[config.mk]
export PLATFORM = sky130hd
export DESIGN_NAME = uart_rx_deserializer_flat
export DESIGN_NICKNAME = d
export VERILOG_FILES = /design/src/rtl/uart_rx_deserializer_if.sv /design/src/rtl/uart_rx_deserializer.sv /design/src/flat_wrapper.sv
export SDC_FILE = /design/constraint.sdc
export NUM_CORES = 1
export LEC_CHECK = 0
export ABC_AREA = 1
export BUFFER_PORTS_ARGS = -buffer_cell sky130_fd_sc_hd__buf_2
export CAP_MARGIN = 20
export CORE_ASPECT_RATIO = 0.8
export CORE_MARGIN = 2
export CORE_UTILIZATION = 50
export CTS_CLUSTER_DIAMETER = 150
export DETAILED_ROUTE_END_ITERATION = 12
export GPL_ROUTABILITY_DRIVEN = 1
export MAX_ROUTING_LAYER = met4
export PLACE_DENSITY_LB_ADDON = 0.12
export SLEW_MARGIN = 20
export SYNTH_ARGS = -nofsm -noshare
export SYNTH_HDL_FRONTEND = slang
export SYNTH_SLANG_ARGS = --single-unit
[constraint.sdc]
create_clock -name PCLK -period 1.9 [get_ports PCLK]
set_clock_uncertainty 0.15 [all_clocks]
set_input_delay 0.19 -clock PCLK [delete_from_list [all_inputs] [get_ports PCLK]]
set_output_delay 0.19 -clock PCLK [all_outputs]
set_load 0.05 [all_outputs]
[src/rtl/uart_rx_deserializer_if.sv]
// Receive-byte handshake between the UART deserializer and its consumer.
// The deserializer drives data/valid as master; the consumer answers with ready.
interface uart_rx_deserializer_if #(
  parameter int DATA_BITS = 8
);
  logic [DATA_BITS-1:0] rx_data;
  logic                 rx_valid;
  logic                 rx_ready;

  modport master (output rx_data, output rx_valid, input rx_ready);
  modport slave  (input rx_data, input rx_valid, output rx_ready);
endinterface

[src/rtl/uart_rx_deserializer.sv]
// UART receiver: 2-flop synchronized line, start/data/stop FSM and a FWFT byte FIFO.
// Define UART_RX_PARITY_EN to add an even-parity bit and the parity_err output.
module uart_rx_deserializer #(
  parameter int CLKS_PER_BIT = 16,
  parameter int DATA_BITS    = 8,
  parameter int FIFO_DEPTH   = 4
) (
  input  logic                   PCLK,
  input  logic                   PRESETn,
  input  logic                   rx_in,
  uart_rx_deserializer_if.master rx_if,
  output logic                   frame_err,
  output logic                   overrun,
`ifdef UART_RX_PARITY_EN
  output logic                   parity_err,
`endif
  output logic                   busy
);
  localparam int CW   = 16;
  localparam int HALF = CLKS_PER_BIT / 2;
  localparam int AW   = $clog2(FIFO_DEPTH);
  localparam int IW   = $clog2(DATA_BITS);

  typedef enum logic [2:0] {
    S_IDLE,
    S_START,
    S_DATA,
`ifdef UART_RX_PARITY_EN
    S_PARITY,
`endif
    S_STOP,
    S_WAIT_IDLE
  } state_t;

  // Asynchronous assert, release re-timed to PCLK.
  logic [1:0] rst_sync_q;
  logic       rst_n;

  always_ff @(posedge PCLK or negedge PRESETn) begin
    if (!PRESETn) rst_sync_q <= '0;
    else          rst_sync_q <= {rst_sync_q[0], 1'b1};
  end
  assign rst_n = rst_sync_q[1];

  logic sync1_q, sync2_q, rx_s;

  always_ff @(posedge PCLK or negedge rst_n) begin
    if (!rst_n) begin
      sync1_q <= 1'b1;
      sync2_q <= 1'b1;
    end else begin
      sync1_q <= rx_in;
      sync2_q <= sync1_q;
    end
  end
  assign rx_s = sync2_q;

  state_t               state_q, state_d;
  logic [CW-1:0]        cnt_q, cnt_d;
  logic [IW-1:0]        idx_q, idx_d;
  logic [DATA_BITS-1:0] data_q, data_d;
  logic                 push_q, push_d;
  logic                 bit_end, half_end;
`ifdef UART_RX_PARITY_EN
  logic                 par_q, par_d;
  logic                 par_ok;

  assign par_ok = ~(^{data_q, par_q});
`endif

  assign bit_end  = (cnt_q == CW'(CLKS_PER_BIT - 1));
  assign half_end = (cnt_q == CW'(HALF - 1));

  always_ff @(posedge PCLK or negedge rst_n) begin
    if (!rst_n) begin
      state_q <= S_IDLE;
      cnt_q   <= '0;
      idx_q   <= '0;
      data_q  <= '0;
      push_q  <= 1'b0;
`ifdef UART_RX_PARITY_EN
      par_q   <= 1'b0;
`endif
    end else begin
      state_q <= state_d;
      cnt_q   <= cnt_d;
      idx_q   <= idx_d;
      data_q  <= data_d;
      push_q  <= push_d;
`ifdef UART_RX_PARITY_EN
      par_q   <= par_d;
`endif
    end
  end

  // Every state change clears the baud counter so the next sample lands mid-bit.
  always_comb begin
    state_d   = state_q;
    cnt_d     = cnt_q + CW'(1);
    idx_d     = idx_q;
    data_d    = data_q;
    push_d    = 1'b0;
    frame_err = 1'b0;
`ifdef UART_RX_PARITY_EN
    par_d      = par_q;
    parity_err = 1'b0;
`endif
    unique case (state_q)
      S_IDLE: begin
        cnt_d = '0;
        idx_d = '0;
        if (!rx_s) state_d = S_START;
      end
      S_START: begin
        if (half_end) begin
          cnt_d   = '0;
          state_d = rx_s ? S_IDLE : S_DATA;
        end
      end
      S_DATA: begin
        if (bit_end) begin
          cnt_d         = '0;
          data_d[idx_q] = rx_s;
          idx_d         = idx_q + IW'(1);
          if (idx_q == IW'(DATA_BITS - 1)) begin
`ifdef UART_RX_PARITY_EN
            state_d = S_PARITY;
`else
            state_d = S_STOP;
`endif
          end
        end
      end
`ifdef UART_RX_PARITY_EN
      S_PARITY: begin
        if (bit_end) begin
          cnt_d   = '0;
          par_d   = rx_s;
          state_d = S_STOP;
        end
      end
`endif
      S_STOP: begin
        if (bit_end) begin
          cnt_d = '0;
          if (rx_s) begin
            state_d = S_IDLE;
`ifdef UART_RX_PARITY_EN
            push_d     = par_ok;
            parity_err = ~par_ok;
`else
            push_d = 1'b1;
`endif
          end else begin
            frame_err = 1'b1;
            state_d   = S_WAIT_IDLE;
          end
        end
      end
      S_WAIT_IDLE: begin
        cnt_d = '0;
        if (rx_s) state_d = S_IDLE;
      end
      default: begin
        cnt_d   = '0;
        state_d = S_IDLE;
      end
    endcase
  end

  assign busy = (state_q != S_IDLE);

  // FIFO: pointers carry one extra wrap bit to tell full from empty.
  logic [DATA_BITS-1:0] mem_q [FIFO_DEPTH];
  logic [AW:0]          wptr_q, rptr_q;
  logic                 empty, full, pop, wr_en;

  assign empty = (wptr_q == rptr_q);
  assign full  = (wptr_q[AW] != rptr_q[AW]) && (wptr_q[AW-1:0] == rptr_q[AW-1:0]);
  assign pop   = ~empty & rx_if.rx_ready;
  assign wr_en = push_q & (~full | pop);
  assign overrun = push_q & full & ~pop;

  always_ff @(posedge PCLK) begin
    if (wr_en) mem_q[wptr_q[AW-1:0]] <= data_q;
  end

  always_ff @(posedge PCLK or negedge rst_n) begin
    if (!rst_n) begin
      wptr_q <= '0;
      rptr_q <= '0;
    end else begin
      if (wr_en) wptr_q <= wptr_q + (AW+1)'(1);
      if (pop)   rptr_q <= rptr_q + (AW+1)'(1);
    end
  end

  assign rx_if.rx_valid = ~empty;
  assign rx_if.rx_data  = empty ? '0 : mem_q[rptr_q[AW-1:0]];
endmodule
[src/flat_wrapper.sv]
// flat-port wrapper written by rule: the top's interface ports become plain ports
module uart_rx_deserializer_flat 
#(
  parameter int CLKS_PER_BIT = 16,
  parameter int DATA_BITS    = 8,
  parameter int FIFO_DEPTH   = 4
)
  (PCLK, PRESETn, rx_in, frame_err, overrun, busy, rx_if_rx_data, rx_if_rx_valid, rx_if_rx_ready);
  uart_rx_deserializer_if #(.DATA_BITS(DATA_BITS)) rx_if_i ();
  input  logic PCLK;
  input  logic PRESETn;
  input  logic rx_in;
  output logic frame_err;
  output logic overrun;
  output logic busy;
  output wire logic [$bits(rx_if_i.rx_data)-1:0] rx_if_rx_data;
  output wire logic [$bits(rx_if_i.rx_valid)-1:0] rx_if_rx_valid;
  input wire logic [$bits(rx_if_i.rx_ready)-1:0] rx_if_rx_ready;
  assign rx_if_rx_data = rx_if_i.rx_data;
  assign rx_if_rx_valid = rx_if_i.rx_valid;
  assign rx_if_i.rx_ready = rx_if_rx_ready;
  uart_rx_deserializer #(.CLKS_PER_BIT(CLKS_PER_BIT), .DATA_BITS(DATA_BITS), .FIFO_DEPTH(FIFO_DEPTH)) u_core (.PCLK(PCLK), .PRESETn(PRESETn), .rx_in(rx_in), .rx_if(rx_if_i), .frame_err(frame_err), .overrun(overrun), .busy(busy));
endmodule
==> reports/qor.csv <==
metric,value,unit
grt_pass1_vias,2511,
postRouteAntennaNets,0,
clock_latency,0.34,ns
yosys.cell_types.count,31,
finalPower,5730,uW
yosys.area.top_type,dfrtp_1,
drc,0,
crit_required,1.56,ns
synth_fp_nets,378,
postSynthCellCount,366,
cts_tree,yes,
dieArea,7760,sq um
dr.pass1.iters,4,
rows,27,
yosysWarnings,0,
worstHoldPathType,flop to asynchronous set/reset pin,
yosys.area.top_type_share,0.276,
crit_path_top_delay_cell,dfrtp_2,
power.density,1270,nW/um^2
die_h,79.2,microns
clk_pin_slew,0.08,ns
crit_top_cell,buf_4,
synth_fa_ha_area_frac,0.0283,
avgSynthCellArea,9.66,sq um
rsz0062_at_grt,yes,
stdcell_count,517,
synthMuxAreaShare,0,
yosysSeqAreaShare,0.563,
failed_checks,negative setup slack,
track_usage,0.204,
synth_xor_area_frac,0.0396,
slew_violations,0,
synth_edf_count,32,
drt_iter0_markers,233,
synthArstFlopShare,0.562,
cts_buffers,9,
crit_fanout,6,
cpPeakStageDelay,0.46,ns
grt_first_pass_wirelength,11900,microns
status,"complete, but fails checks",
p_leak,0.00191,uW
final_nets,437,
grt_max_degree,40,
port_buffers,15,
post-place-ws,-0.000775,ns
yosys_most_used_dff,dfrtp_1,
maxCapViolations,0,
max_freq,504,MHz
synth-simple-area-share,0.256,
io_pins,16,
hpwl,4490,microns
fp.coreArea,6860,sq um
cts-root-buf,clkbuf_8,
via_per_inst,5.10,
crit_arrival,1.64,ns
place.gp.congestion,0.865,
postLayoutSetupSlackWorst,-0.0837,ns
drive_gt1_frac,0.309,
setup_viol_count_final,10,
wl_per_cell,14.1,microns
synth_compound_area_frac,0.0566,
vias,2636,
period_share,1.04,
antenna_found_initial,0,
numClockSinks,73,
die_w,98.0,microns
antenna_cells,0,
dp.cells,476,
syn_area,3540,sq um
syn_to_final_growth,27.9,%
crit_path_end_kind,primary output,
hold_viol,0,
cp-start-kind,flop,
wl,7270,microns
clk_path_buf_depth,2,
start_util,0.516,
post-route-min-period,1.98,ns
synth_top_family_by_area,simple AND/OR/NAND/NOR gates,
ir_drop,0.736,mV
grt_overflow,0,
worstSetupPathType,flop to primary output,
h-tree-depth,3,
synth-seq-cells,73,
synth_area_leaders,"dfrtp_1 28%, edfxtp_1 27%, nand2_1 8.4%, nor2_1 6.9%, nor2_4 3.8%",
crit_chain,clkinv_4 -> buf_4 -> buf_4 -> nor2_4 -> o32ai_4 -> nand2_2 -> inv_1 -> buf_6,
## registers in the layout, summed over array words and instances (netlist names)
signal,cells
u_core.cnt_q,16
u_core.data_q,8
u_core.idx_q,3
u_core.mem_q,32
u_core.push_q,1
u_core.rptr_q,3
u_core.rst_sync_q,2
u_core.rx_s,1
u_core.state_q,3
u_core.sync1_q,1
u_core.wptr_q,3
## final timing paths
path / from / end / slack [ns] / depth (start not counted)
min: u_core.rst_sync_q[1] / u_core.rptr_q[2] / 0.15 / 1
max reg2reg: u_core.wptr_q[2] / u_core.mem_q[2][3] / 0.09 / 6
max in group asynchronous: PRESETn / u_core.rst_sync_q[0] / 0.94 / 3
min in group PCLK: u_core.rst_sync_q[0] / u_core.rst_sync_q[1] / 0.20 / 0
max: u_core.rptr_q[0] / rx_if_rx_data[0] / -0.08 / 8
min reg2reg: u_core.rst_sync_q[1] / u_core.rptr_q[2] / 0.15 / 1
## per-layer routing
| layer | GRT usage | wire length, microns | vias to the layer above |
|---|---|---|---|
| met5 | - | 0 | - |
| met4 | 0.0597 | 86 | 0 |
| met3 | 0.0537 | 345 | 15 |
| met2 | 0.312 | 3450 | 54 |
| met1 | 0.272 | 3380 | 1249 |
| li1 | - | - | 1318 |
## per-stage QoR
| step | TNS [ns] | cell area (sq um) | hold WS [ns] | util |
|---|---|---|---|---|
| final | -0.679 | 4520 | 0.150 | 0.660 |
| after global placement | 0 | 3790 | -0.175 | 0.552 |
| after CTS | -0.538 | 4320 | 0.179 | 0.630 |
| after detailed placement | -0.000775 | 3790 | -0.174 | 0.552 |
| after floorplan | 0 | 3540 | -0.256 | - |
| after global routing | -1.63 | 4520 | 0.211 | 0.660 |
## Yosys cell counts (2+ instances only)
| cell | count |
|---|---|
| o21ai_0 | 15 |
| dfstp_2 | 2 |
| nand3_1 | 19 |
| o32ai_1 | 8 |
| clkbuf_1 | 2 |
| inv_1 | 31 |
| o21ai_1 | 7 |
| nand4_1 | 5 |
| dfrtp_1 | 39 |
| nand2_1 | 79 |
| nand2_4 | 4 |
| ha_1 | 8 |
| xor2_1 | 10 |
| xnor2_1 | 6 |
| nor2_4 | 12 |
| nor2_1 | 65 |
| buf_2 | 4 |
| nor3_1 | 5 |
| edfxtp_1 | 32 |
| o31ai_1 | 2 |
## cells by family (layout without fill, tap and decap cells)
family,after synthesis,after routing
other,1,1
DFF,73,73
and+or+nand+nor,192,193
AOI/OAI and AO/OA,33,33
xor gates and xnor gates,16,16
buffers and inverters,43,106
adders and majority gates,8,8
## power by group
group / internal [uW] / total [uW] / switching, uW
Combinational: 1040 / 2650 / 1600
Sequential: 1720 / 1830 / 109
Clock: 725 / 1260 / 531
Total: 3490 / 5730 / 2240
## cell type report
| class | count | area, sq um |
|---|---|---|
| clock buffer | 9 | 124 |
| clock inverter | 7 | 85.1 |
| fill | 534 | 2330 |
| inverter | 35 | 143 |
| multi-input combinational | 251 | 1560 |
| sequential | 73 | 2000 |
| tap | 87 | 109 |
| timing repair buffer | 55 | 510 |
## worst max-delay path, delay by kind of cell, from the launching register on
kind | cells | cell delay (ns)
and+or+nand+nor | 2 | 0.17
AOI/OAI and AO/OA | 1 | 0.09
DFF | 1 | 0.46
buffers and inverters | 5 | 0.59
## timing repair
item	in CTS	in global routing
setup buffers	15	3
hold buffers	4	0
endpoints found under the setup margin	11	43
pin swaps	4	5
resized for setup	46	46
hold endpoints to repair	5	0
gates cloned	2	1
## cells in the final DEF (no fill, tap or decap), drive strengths merged
cell type / instances
nand2: 85
nor2: 77
buf: 50
dfrtp: 39
edfxtp: 32
inv: 32
o21ai: 22
nand3: 21
xor2: 10
clkbuf: 10
o32ai: 8
ha: 8
clkinv: 8
xnor2: 6
nand4: 5
nor3: 5
dlygate4sd3: 4
o31ai: 2
bufinv: 2
dfstp: 2
a21oi: 1
conb: 1
No activity file was read; power rests on OpenSTA's default activity.
